## config.mk

```make
export PLATFORM = sky130hd
export DESIGN_NAME = cdu_error_counter_ctrl
export DESIGN_NICKNAME = d
export VERILOG_FILES = /design/src/rtl/cdu_pkg.sv /design/src/rtl/cdu_sync_edge.sv /design/src/rtl/cdu_error_counter_ctrl.sv
export SDC_FILE = /design/constraint.sdc
export NUM_CORES = 1
export LEC_CHECK = 0
export BUFFER_PORTS_ARGS = -buffer_cell sky130_fd_sc_hd__buf_2
export CAP_MARGIN = 20
export CORE_ASPECT_RATIO = 1.5
export CORE_MARGIN = 10
export CORE_UTILIZATION = 30
export CTS_BUF_LIST = sky130_fd_sc_hd__clkbuf_2 sky130_fd_sc_hd__clkbuf_4 sky130_fd_sc_hd__clkbuf_8
export DETAILED_ROUTE_END_ITERATION = 10
export PLACE_DENSITY_LB_ADDON = 0.08
export SLEW_MARGIN = 5
export SYNTH_ARGS = -nofsm -noshare
export SYNTH_HDL_FRONTEND = slang
export SYNTH_SLANG_ARGS = --single-unit
```

## constraint.sdc

```tcl
create_clock -name clk -period 7.4 [get_ports clk]
set_clock_uncertainty 0.2 [all_clocks]
set_input_delay 0.74 -clock clk [delete_from_list [all_inputs] [get_ports clk]]
set_output_delay 0.74 -clock clk [all_outputs]
set_load 0.02 [all_outputs]
```

## src/rtl/cdu_pkg.sv

```systemverilog
// Shared types and default sizing for the CDU error-counter controller.
package cdu_pkg;
  typedef enum logic [1:0] {DISABLED, SETTLE, ACTIVE, ZERO} ec_state_t;

  // The count width must hold +/-EC_LIMIT in two's complement.
  localparam int EC_CNT_W       = 10;
  localparam int EC_LIMIT       = 384;
  localparam int EC_SYNC_STAGES = 2;
  localparam int EC_SETTLE_CYC  = 16;
endpackage

```

## src/rtl/cdu_sync_edge.sv

```systemverilog
// N-stage synchroniser with a registered rising-edge detector; all flops reset-clearable.
module cdu_sync_edge #(
  parameter int   STAGES  = 2,
  parameter logic RST_VAL = 1'b0
) (
  input  logic clk,
  input  logic rst,
  input  logic din,
  output logic level,
  output logic rise
);
  logic [STAGES-1:0] sync_q;
  logic              prev_q;

  // prev_q resets high so a level already high at reset release is not seen as an edge.
  always_ff @(posedge clk) begin
    if (rst) begin
      sync_q <= {STAGES{RST_VAL}};
      prev_q <= 1'b1;
      rise   <= 1'b0;
    end else begin
      sync_q <= {sync_q[STAGES-2:0], din};
      prev_q <= sync_q[STAGES-1];
      rise   <= sync_q[STAGES-1] & ~prev_q;
    end
  end

  assign level = sync_q[STAGES-1];
endmodule

```

## src/rtl/cdu_error_counter_ctrl.sv

```systemverilog
// CDU error-counter sequencer: AGC moding FSM, saturating signed count, DAC update strobe.
// Optional dropped-pulse tally enabled by defining CDU_EC_DROP_COUNT_EN.
module cdu_error_counter_ctrl
  import cdu_pkg::*;
#(
  parameter int CNT_W       = EC_CNT_W,
  parameter int CNT_LIMIT   = EC_LIMIT,
  parameter int SYNC_STAGES = EC_SYNC_STAGES,
  parameter int SETTLE_CYC  = EC_SETTLE_CYC
) (
  input  logic                    clk,
  input  logic                    rst,
  input  logic                    AGCEEC_n,
  input  logic                    AGCZ_n,
  input  logic                    AFpPCH,
  input  logic                    AFmPCH,
  output logic signed [CNT_W-1:0] dac_code,
  output logic                    dac_upd,
  output logic                    ec_active,
  output logic                    ec_sat
`ifdef CDU_EC_DROP_COUNT_EN
  ,
  output logic [15:0]             drop_count
`endif
);
  localparam int TMR_W = $clog2(SETTLE_CYC + 1);
  localparam logic signed [CNT_W-1:0] POS_LIM = CNT_W'(CNT_LIMIT);
  localparam logic signed [CNT_W-1:0] NEG_LIM = CNT_W'(-CNT_LIMIT);
  localparam logic signed [CNT_W-1:0] ONE     = CNT_W'(1);

  function automatic logic signed [CNT_W-1:0] sat_step(input logic signed [CNT_W-1:0] c,
                                                       input logic up, input logic dn);
    if (up && !dn && c != POS_LIM) return c + ONE;
    if (dn && !up && c != NEG_LIM) return c - ONE;
    return c;
  endfunction

  function automatic logic at_limit(input logic signed [CNT_W-1:0] c);
    return (c == POS_LIM) || (c == NEG_LIM);
  endfunction

  ec_state_t               state;
  logic [TMR_W-1:0]        tmr;
  logic                    een_lvl, z_lvl, p_lvl, m_lvl;
  logic                    een_rise, z_rise, p_rise, m_rise;
  logic                    unused_sync;
  logic signed [CNT_W-1:0] cnt_step;

  cdu_sync_edge #(.STAGES(SYNC_STAGES), .RST_VAL(1'b0)) u_sync_p (
    .clk(clk), .rst(rst), .din(AFpPCH), .level(p_lvl), .rise(p_rise));
  cdu_sync_edge #(.STAGES(SYNC_STAGES), .RST_VAL(1'b0)) u_sync_m (
    .clk(clk), .rst(rst), .din(AFmPCH), .level(m_lvl), .rise(m_rise));
  // Active-low moding inputs reset to their inactive level.
  cdu_sync_edge #(.STAGES(SYNC_STAGES), .RST_VAL(1'b1)) u_sync_een (
    .clk(clk), .rst(rst), .din(AGCEEC_n), .level(een_lvl), .rise(een_rise));
  cdu_sync_edge #(.STAGES(SYNC_STAGES), .RST_VAL(1'b1)) u_sync_z (
    .clk(clk), .rst(rst), .din(AGCZ_n), .level(z_lvl), .rise(z_rise));

  assign unused_sync = p_lvl ^ m_lvl ^ een_rise ^ z_rise;
  assign cnt_step    = sat_step(dac_code, p_rise, m_rise);

  always_ff @(posedge clk) begin
    if (rst) begin
      state     <= DISABLED;
      tmr       <= '0;
      dac_code  <= '0;
      dac_upd   <= 1'b0;
      ec_active <= 1'b0;
      ec_sat    <= 1'b0;
    end else begin
      dac_upd   <= 1'b0;
      ec_active <= 1'b0;
      if (!z_lvl) begin
        state    <= ZERO;
        dac_code <= '0;
        ec_sat   <= 1'b0;
        dac_upd  <= (dac_code != '0);
      end else if (state == ZERO) begin
        state <= een_lvl ? DISABLED : SETTLE;
        tmr   <= '0;
      end else if (een_lvl) begin
        state    <= DISABLED;
        dac_code <= '0;
        ec_sat   <= 1'b0;
        dac_upd  <= (dac_code != '0);
      end else begin
        case (state)
          DISABLED: begin
            state <= SETTLE;
            tmr   <= '0;
          end
          SETTLE: begin
            if (tmr == TMR_W'(SETTLE_CYC - 1)) begin
              state     <= ACTIVE;
              ec_active <= 1'b1;
            end else begin
              tmr <= tmr + 1'b1;
            end
          end
          default: begin
            ec_active <= 1'b1;
            dac_code  <= cnt_step;
            dac_upd   <= (cnt_step != dac_code);
            ec_sat    <= at_limit(cnt_step);
          end
        endcase
      end
    end
  end

`ifdef CDU_EC_DROP_COUNT_EN
  function automatic logic [15:0] sat_add16(input logic [15:0] a, input logic [1:0] b);
    if (a > 16'hFFFF - {14'b0, b}) return 16'hFFFF;
    return a + {14'b0, b};
  endfunction

  logic       run;
  logic [1:0] drop_inc;

  // A lone edge that leaves the count unchanged in ACTIVE is a saturation drop.
  always_comb begin
    run      = z_lvl && !een_lvl && (state != ZERO);
    drop_inc = 2'd0;
    if (run && state == SETTLE)
      drop_inc = {1'b0, p_rise} + {1'b0, m_rise};
    else if (run && state == ACTIVE && (p_rise ^ m_rise) && (cnt_step == dac_code))
      drop_inc = 2'd1;
  end

  always_ff @(posedge clk) begin
    if (rst) drop_count <= '0;
    else     drop_count <= sat_add16(drop_count, drop_inc);
  end
`endif
endmodule

```

==> results of run 1 <==
cells in the mapped netlist, types with 6 or more instances:
master | count | area share
clkbuf_1 | 14 | 0.029
nor2_1 | 22 | 0.045
or2_2 | 8 | 0.027
xnor2_1 | 6 | 0.029
inv_1 | 7 | 0.014
a21oi_1 | 10 | 0.027
nand2_1 | 16 | 0.033
o21ai_0 | 8 | 0.022
dfxtp_1 | 32 | 0.35
layer usage:
layer,vias up,routed length [um],GRT usage,part of all wire
met4,0,196,0.0694,0.038
met5,-,0,0,0
met1,783,2210,0.118,0.43
met2,44,2590,0.186,0.50
met3,10,192,0.0232,0.037
li1,838,-,-,-
power by group through the flow:
stage          sequential (mW)  clock (mW)  combinational (mW)
2_1_floorplan            0.181           0              0.0157
3_3_place_gp             0.184           0              0.0185
3_5_place_dp             0.184           0              0.0184
4_1_cts                  0.180       0.174              0.0185
5_1_grt                  0.181       0.179              0.0207
6_report                 0.180       0.165              0.0180
cell usage in the layout (no fill, tap or decap), drive strengths merged, types with 2 or more instances in the layout:
cell type	n
o21ai	9
o21a	2
nor3	5
xnor2	6
dfxtp	32
nand4	5
nand4b	2
nor2b	5
and3	4
ha	5
or3	5
a31oi	5
inv	7
o22ai	4
or2	8
a22oi	5
a31o	2
buf	18
a22o	3
a32oi	3
o221ai	2
nand2b	5
or4	3
a21o	2
xor2	3
nor3b	4
nand3	5
nand2	16
nor2	22
o211a	2
clkbuf	6
a21oi	10
a21boi	2
nor4b	3
path summary, 6_finish.rpt:
check | from | end | slack [ps] | depth (start not counted)
setup reg to reg | dac_code[0] | ec_sat | 4540 | 9
setup / recovery | dac_code[0] | ec_sat | 4540 | 9
hold / removal | u_sync_p.prev_q | u_sync_p.rise | 190 | 1
hold reg to reg | u_sync_p.prev_q | u_sync_p.rise | 190 | 1
per-stage QoR:
step	hold WS, ps	worst slack [ps]	power, mW
finish	188	4540	0.364
global route	206	4310	0.380
CTS	188	4540	0.372
detailed placement	178	4580	0.203
global placement	176	4610	0.203
floorplan	172	4560	0.197
sequential cells by signal, indices dropped and copies added, names as in the netlist:
| register | flops |
|---|---|
| state | 2 |
| u_sync_m.prev_q | 1 |
| dac_upd | 1 |
| dac_code | 10 |
| u_sync_m.rise | 1 |
| u_sync_p.sync_q | 2 |
| u_sync_m.sync_q | 2 |
| u_sync_z.sync_q | 2 |
| u_sync_een.sync_q | 2 |
| ec_sat | 1 |
| tmr | 5 |
| u_sync_p.prev_q | 1 |
| ec_active | 1 |
| u_sync_p.rise | 1 |
area by class of cell:
class	instances	area, um2	area share
Clock buffer	6	76.3	0.0370
Clock inverter	2	35.0	0.0170
Inverter	7	26.3	0.0127
Multi-Input combinational cell	170	1100	0.535
Sequential cell	32	641	0.310
Tap cell	72	90.1	0.0437
Timing Repair Buffer	18	90.1	0.0437
logic make-up after synthesis:
| group | count (synthesis) | share of synthesized area |
|---|---|---|
| and+or+nand+nor | 95 | 0.282 |
| AOI/OAI and AO/OA | 60 | 0.238 |
| DFF | 32 | 0.349 |
| buffers and inverters | 23 | 0.0484 |
| xor gates and xnor gates | 9 | 0.0430 |
| adders and majority gates | 5 | 0.0341 |
| muxes | 1 | 0.00546 |
==> flow_metrics.tcl, run 1 <==
set metrics [dict create \
    status "finished clean" \
    hold_viol_final 0 \
    instances_no_fill 307 \
    root_buffer "clkbuf_8" \
    synth_edf_count 0 \
    critPathBufInv 1 \
    start_util 0.312 \
    design_area_um2 2060 \
    drv_cap 0 \
    worstSetupPathType "reg2reg" \
    cp_top_family "simple AND/OR/NAND/NOR gates" \
    antenna_found_initial 0 \
    rsz0062_at_grt "false" \
    ys.flop_type "dfxtp_1" \
    drive_gt1_frac 0.162 \
    finalSetupViolations 0 \
    p_seq_frac 0.496 \
    grt_pass1_wl_um 8500 \
    clkPwrFrac 0.454 \
    drv_slew 0 \
    core_area_um2 5870 \
    clock-sinks 32 \
    ys_async_sr_fraction 0 \
    io_buffers 18 \
    numCtsBuffers 5 \
    path_clk_slew_ps 70 \
    p_per_area_nw_per_um2 176 \
    syn_area_um2 1830 \
    cts_setup_buffers 0 \
    cts.path.max_buffers 2 \
    post_drt_wl_per_cell_um 16.9 \
    switching_share 0.210 \
    drt-vias-per-instance 5.46 \
    die_w_um 83.8 \
    cts_resized 0 \
    tightest_slew_ps 725 \
    min_period_over_period 0.387 \
    critPathMaxStageDelay_ps 420 \
    die_area_um2 9710 \
    drt_iter0_markers 88 \
    cts_tree "built" \
    peakVddDrop_mv 0.138 \
    clock.fmax_mhz 350 \
    rows 34 \
    fin_nets 245 \
    area_growth_pct 12.5 \
    critPathLaunchType "flip-flop" \
    antenna_cells 0 \
    p_int_mw 0.287 \
    synth_cell_types 49 \
    synth_seq_area_share 0.349 \
    crit_arrival_ps 2880 \
    routed_wirelength_um 5190 \
    yosysWarnings 0 \
    ys_seq_elements 32 \
    htree_levels 2 \
    postCtsHoldBufs 0 \
    slew_headroom 0.504 \
    netlist_instances 225 \
    syn-mean-instance-area_um2 8.15 \
    crit_slowest_cell "or4_1" \
    drc 0 \
    ioPinCount 19 \
    die_h_um 116 \
    p_switching_mw 0.0762 \
    vias 1675 \
    worstPathRequired_ps 7410 \
    dp_hpwl_um 3840 \
    fin_tns_setup_ps 0 \
    dr.pass1.iters 5 \
    crit_path_end_kind "flip-flop" \
    fin_crit_ps 2860 \
    ant_nets 0 \
    p_leak_nw 0.789 \
    grt_max_degree 21 \
    crit_chain "inv_1 -> ha_1 -> or3b_1 -> or3_4 -> o41ai_4 -> xor2_1 -> xnor2_1 -> or4_1 -> o21ai_1" \
    clock_latency_ps 280 \
    gp_congestion 0.830 \
    pwr-share-comb 0.050 \
    post-route-util 0.351 \
    synth_nets 236 \
    placedCellCount 299 \
    grt_pass1_vias 1617 \
    placed_area_um2 1950 \
    hold_path.class "reg2reg" \
    grt_use_total 0.108 \
    n_fill_cell 656 \
    cp_max_fo 12 \
    gr-total-overflow 0 \
]
Power figures use the tool's default switching activity.
==> inputs of run 2 (changes only) <==
==> constraint.sdc (replaced) <==
create_clock -name clk -period 2.55 [get_ports clk]
set_clock_uncertainty 0.2 [all_clocks]
set_input_delay 0.255 -clock clk [delete_from_list [all_inputs] [get_ports clk]]
set_output_delay 0.255 -clock clk [all_outputs]
set_load 0.02 [all_outputs]
==> flow_metrics.tcl, run 2 (synthesized netlist as in run 1, its figures left out) <==
set metrics [dict create \
    root_buffer "clkbuf_8" \
    grt_max_degree 21 \
    worstPathRequired_ps 2570 \
    finalSetupViolations 1 \
    vias 1839 \
    grt_use_total 0.119 \
    numCtsBuffers 5 \
    die_w_um 83.8 \
    rows 34 \
    path_clk_slew_ps 70 \
    min_period_over_period 1.02 \
    routed_wirelength_um 5670 \
    fin_ws_ps -56.6 \
    clock.fmax_mhz 384 \
    cts.path.max_buffers 2 \
    peakVddDrop_mv 0.318 \
    drv_cap 0 \
    p_leak_nw 0.993 \
    drv_slew 0 \
    fin_crit_ps 2610 \
    clock-sinks 32 \
    crit_arrival_ps 2630 \
    drt_iter0_markers 121 \
    io_buffers 18 \
    fin_nets 287 \
    worstSetupPathType "reg2reg" \
    hold_path.class "in2reg" \
    post-route-util 0.407 \
    crit_path_end_kind "flip-flop" \
    antenna_found_initial 0 \
    violations "setup timing" \
    reg2regPathDepth 9 \
    die_area_um2 9710 \
    drt-vias-per-instance 5.27 \
    grt_pass1_vias 1842 \
    cp_max_fo 3 \
    clock_latency_ps 290 \
    rsz0062_at_grt "true" \
    cts_tree "built" \
    largestRegisters "dac_code: 10 flops, tmr: 5 flops" \
    critPathLaunchType "flip-flop" \
    htree_levels 2 \
    dp_hpwl_um 4410 \
    post_drt_wl_per_cell_um 16.3 \
    largest_register "dac_code" \
    grt_pass1_wl_um 9430 \
    core_area_um2 5870 \
    p_per_area_nw_per_um2 417 \
    ff2ff_setup_slack_ps -60 \
    gp_congestion 0.891 \
    start_util 0.312 \
    holdPathStages 2 \
    hold_viol_final 0 \
    status "finished with violations" \
    antenna_cells 0 \
    ioPinCount 19 \
    slew_headroom 0.624 \
    layout_common_cells "buf_4 (38), dfxtp_1 (30), nor2_1 (22), buf_2 (18), nand2_1 (16)" \
    tightest_slew_ps 550 \
    largest_reg_flops 10 \
    drive_gt1_frac 0.300 \
    cts_setup_buffers 0 \
    n_fill_cell 618 \
    final_common_cell "buf_4" \
    gr-total-overflow 0 \
    drc 0 \
    ant_nets 0 \
    p_total_mw 0.996 \
    dr.pass1.iters 4 \
    die_h_um 116 \
    area_growth_pct 30.4 \
]
## run 2: worst paths after layout
| kind | startpoint | endpoint |
|---|---|---|
| min reg2reg | u_sync_p.prev_q | u_sync_p.rise |
| max | dac_code[1] | ec_sat |
| min | rst | state[1] |
| max reg2reg | dac_code[1] | ec_sat |
## run 2: repair_timing
item | CTS | global route
cloned | 0 | 0
setup endpoints to repair | 1 | 2
hold endpoints to repair | 4 | 0
pin swaps | 2 | 0
gates resized for setup | 6 | 1
hold buffers | 4 | 0
## run 2: cell type report
type,count,area (um2),area share
clock buffers,6,82.6,0.0345
clock inverters,2,10.0,0.00419
inverters,7,26.3,0.0110
multi-input cells,170,1120,0.470
flip-flops and latches,32,643,0.269
well taps,72,90.1,0.0377
repair buffers,60,415,0.174
## run 2: metrics by stage
step	worst slack (ps)	instances	hold slack (ps)	setup TNS, ps	instance area (um2)
CTS	-75.1	349	143	-75.1	2390
finish	-56.6	349	134	-56.6	2390
floorplan	-192	225	159	-192	1850
detailed placement	-110	337	181	-110	2240
global route	-197	349	166	-197	2390
global placement	-50.5	337	178	-50.5	2240
## run 2: layer usage
metal  part of all wire  global-route usage
met1               0.42               0.125
met3              0.028              0.0260
met2               0.51               0.214
met5                  0                   0
met4              0.040              0.0683
## run 2: power breakdown
| part | switching (mW) | internal (mW) | total (mW) |
|---|---|---|---|
| registers | 0.0105 | 0.511 | 0.522 |
| clock network | 0.192 | 0.215 | 0.407 |
| logic | 0.0353 | 0.0321 | 0.0674 |
| total | 0.238 | 0.758 | 0.996 |
## run 2: critical path, cell delays in order, from the launching register on
cell	delay, ps
dfxtp_2	320
inv_2	70
ha_4	140
or3b_4	370
or3_4	350
o41ai_4	220
xor2_1	250
xnor2_1	90
or4_1	410
o21ai_1	120
==> inputs of run 3 (changes only) <==
--- a/config.mk
+++ b/config.mk
@@ -12,7 +12,9 @@
 export CORE_UTILIZATION = 30
 export CTS_BUF_LIST = sky130_fd_sc_hd__clkbuf_2 sky130_fd_sc_hd__clkbuf_4 sky130_fd_sc_hd__clkbuf_8
 export DETAILED_ROUTE_END_ITERATION = 10
+export GPL_TIMING_DRIVEN = 0
 export PLACE_DENSITY_LB_ADDON = 0.08
+export RECOVER_POWER = 100
 export SLEW_MARGIN = 5
 export SYNTH_ARGS = -nofsm -noshare
 export SYNTH_HDL_FRONTEND = slang
==> constraint.sdc (replaced) <==
create_clock -name clk -period 3.35 [get_ports clk]
set_clock_uncertainty 0.2 [all_clocks]
set_input_delay 0.335 -clock clk [delete_from_list [all_inputs] [get_ports clk]]
set_output_delay 0.335 -clock clk [all_outputs]
set_load 0.02 [all_outputs]
==> flow_metrics.tcl, run 3 (synthesized netlist as in run 1, its figures left out) <==
set metrics [dict create \
    status "finished clean" \
    regArea_um2 641 \
    slew_headroom 0.506 \
    die_h_um 116 \
    gr-total-overflow 0 \
    clock.fmax_mhz 308 \
    largest_reg_flops 10 \
    p_per_area_nw_per_um2 359 \
    drv_cap 0 \
    cp_max_fo 10 \
    die_w_um 83.8 \
    drt-vias-per-instance 5.35 \
    start_util 0.312 \
    tightest_slew_ps 731 \
    drc 0 \
    largestRegisters "dac_code: 10 flops, tmr: 5 flops" \
    grt_use_total 0.110 \
    io_buffers 18 \
    area_growth_pct 14.4 \
    reg2regPathDepth 10 \
    dp_hpwl_um 3960 \
    core_area_um2 5870 \
    crit_start "dac_code[0]" \
    fin_tns_setup_ps 0 \
    ioPinCount 19 \
    post-route-util 0.357 \
    routed_wirelength_um 5180 \
    placedCellCount 315 \
    rows 34 \
    instances_no_fill 323 \
    clock_latency_ps 290 \
    drive_gt1_frac 0.108 \
    fin_crit_ps 3250 \
    hold_viol_final 0 \
    cts_setup_buffers 0 \
    path_clk_slew_ps 70 \
    cp-endpoint "ec_sat" \
    worstPathRequired_ps 3370 \
    peakVddDrop_mv 0.242 \
    finalSetupViolations 0 \
    cts.path.max_buffers 2 \
    p_leak_nw 0.751 \
    layout_common_cells "dfxtp_1 (32), clkbuf_1 (27), nor2_1 (22), nand2_1 (16), a21oi_1 (10)" \
    crit_arrival_ps 3270 \
    timing.hold.ws_ps 27.3 \
    ff2ff_setup_slack_ps 100 \
    die_area_um2 9710 \
    htree_levels 2 \
    root_buffer "clkbuf_8" \
    hold_path.class "in2reg" \
    dr.pass1.iters 4 \
    largest_register "dac_code" \
    cts_tree "built" \
    antenna_cells 0 \
    critPathLaunchType "flip-flop" \
    multiInputGateArea_um2 1110 \
    final_common_cell "dfxtp_1" \
    fin_nets 261 \
    drv_slew 0 \
    n_fill_cell 642 \
    vias 1729 \
    min_period_over_period 0.971 \
    ant_nets 0 \
    crit_path_end_kind "flip-flop" \
    worstSetupPathType "reg2reg" \
    grt_max_degree 11 \
    gp_congestion 0.859 \
    r2r_end "ec_sat" \
    post_drt_wl_per_cell_um 16.0 \
    drt_iter0_markers 140 \
    rsz0062_at_grt "false" \
    antenna_found_initial 0 \
    grt_pass1_wl_um 8740 \
    r2r-start "dac_code[0]" \
    clock-sinks 32 \
    numCtsBuffers 5 \
    grt_pass1_vias 1793 \
]
[run 3: worst min-delay path by stage]
stage          cells past startpoint                   end       startpoint
2_1_floorplan                      1         u_sync_m.rise  u_sync_m.prev_q
3_3_place_gp                       1         u_sync_m.rise  u_sync_m.prev_q
3_5_place_dp                       1         u_sync_p.rise  u_sync_p.prev_q
4_1_cts                            2  u_sync_een.sync_q[0]         AGCEEC_n
5_1_grt                            2  u_sync_een.sync_q[0]         AGCEEC_n
6_report                           2  u_sync_een.sync_q[0]         AGCEEC_n
[run 3: final cells by class]
type / instances / share of cell area
timing repair buffer: 18 / 0.0352
multi-input combinational: 170 / 0.530
clock buffer: 6 / 0.0394
sequential: 32 / 0.305
inverter: 7 / 0.0125
clock inverter: 2 / 0.00477
buffer: 16 / 0.0298
tap: 72 / 0.0429
[run 3: worst max-delay path, cell delays in order (launching register included)]
cell and delay [ps]:
dfxtp_1 330, clkbuf_1 210, inv_1 130, ha_1 200
or3b_1 440, or3_4 390, o41ai_4 270, xor2_2 260
xnor2_1 100, or4_1 490, o21ai_1 170
[run 3: metrics by stage]
step | setup slack (ps) | total power [mW] | cell area [um2]
final | 98.4 | 0.754 | 2100
after global routing | 2.48 | 0.788 | 2100
after CTS | 20.0 | 0.769 | 2110
after detailed placement | 80.7 | 0.451 | 2010
after global placement | 44.9 | 0.451 | 2010
after floorplan | 515 | 0.435 | 1830
[run 3: where the power goes]
| part | leakage [nW] | switching (mW) | internal, mW |
|---|---|---|---|
| logic | 0.439 | 0.0306 | 0.0187 |
| clock network | 0.0510 | 0.148 | 0.164 |
| registers | 0.261 | 0.00323 | 0.389 |
[run 3: repair_timing]
item,in CTS,in global routing
hold buffers,0,0
gates resized for setup,0,1
endpoints found under the setup margin,0,1
[run 3: layer usage]
| layer | wire (um) | track usage | vias to the layer above |
|---|---|---|---|
| li1 | - | - | 871 |
| met1 | 2220 | 0.117 | 813 |
| met2 | 2610 | 0.197 | 33 |
| met3 | 176 | 0.0253 | 12 |
| met4 | 178 | 0.0582 | 0 |
| met5 | 0 | 0 | - |
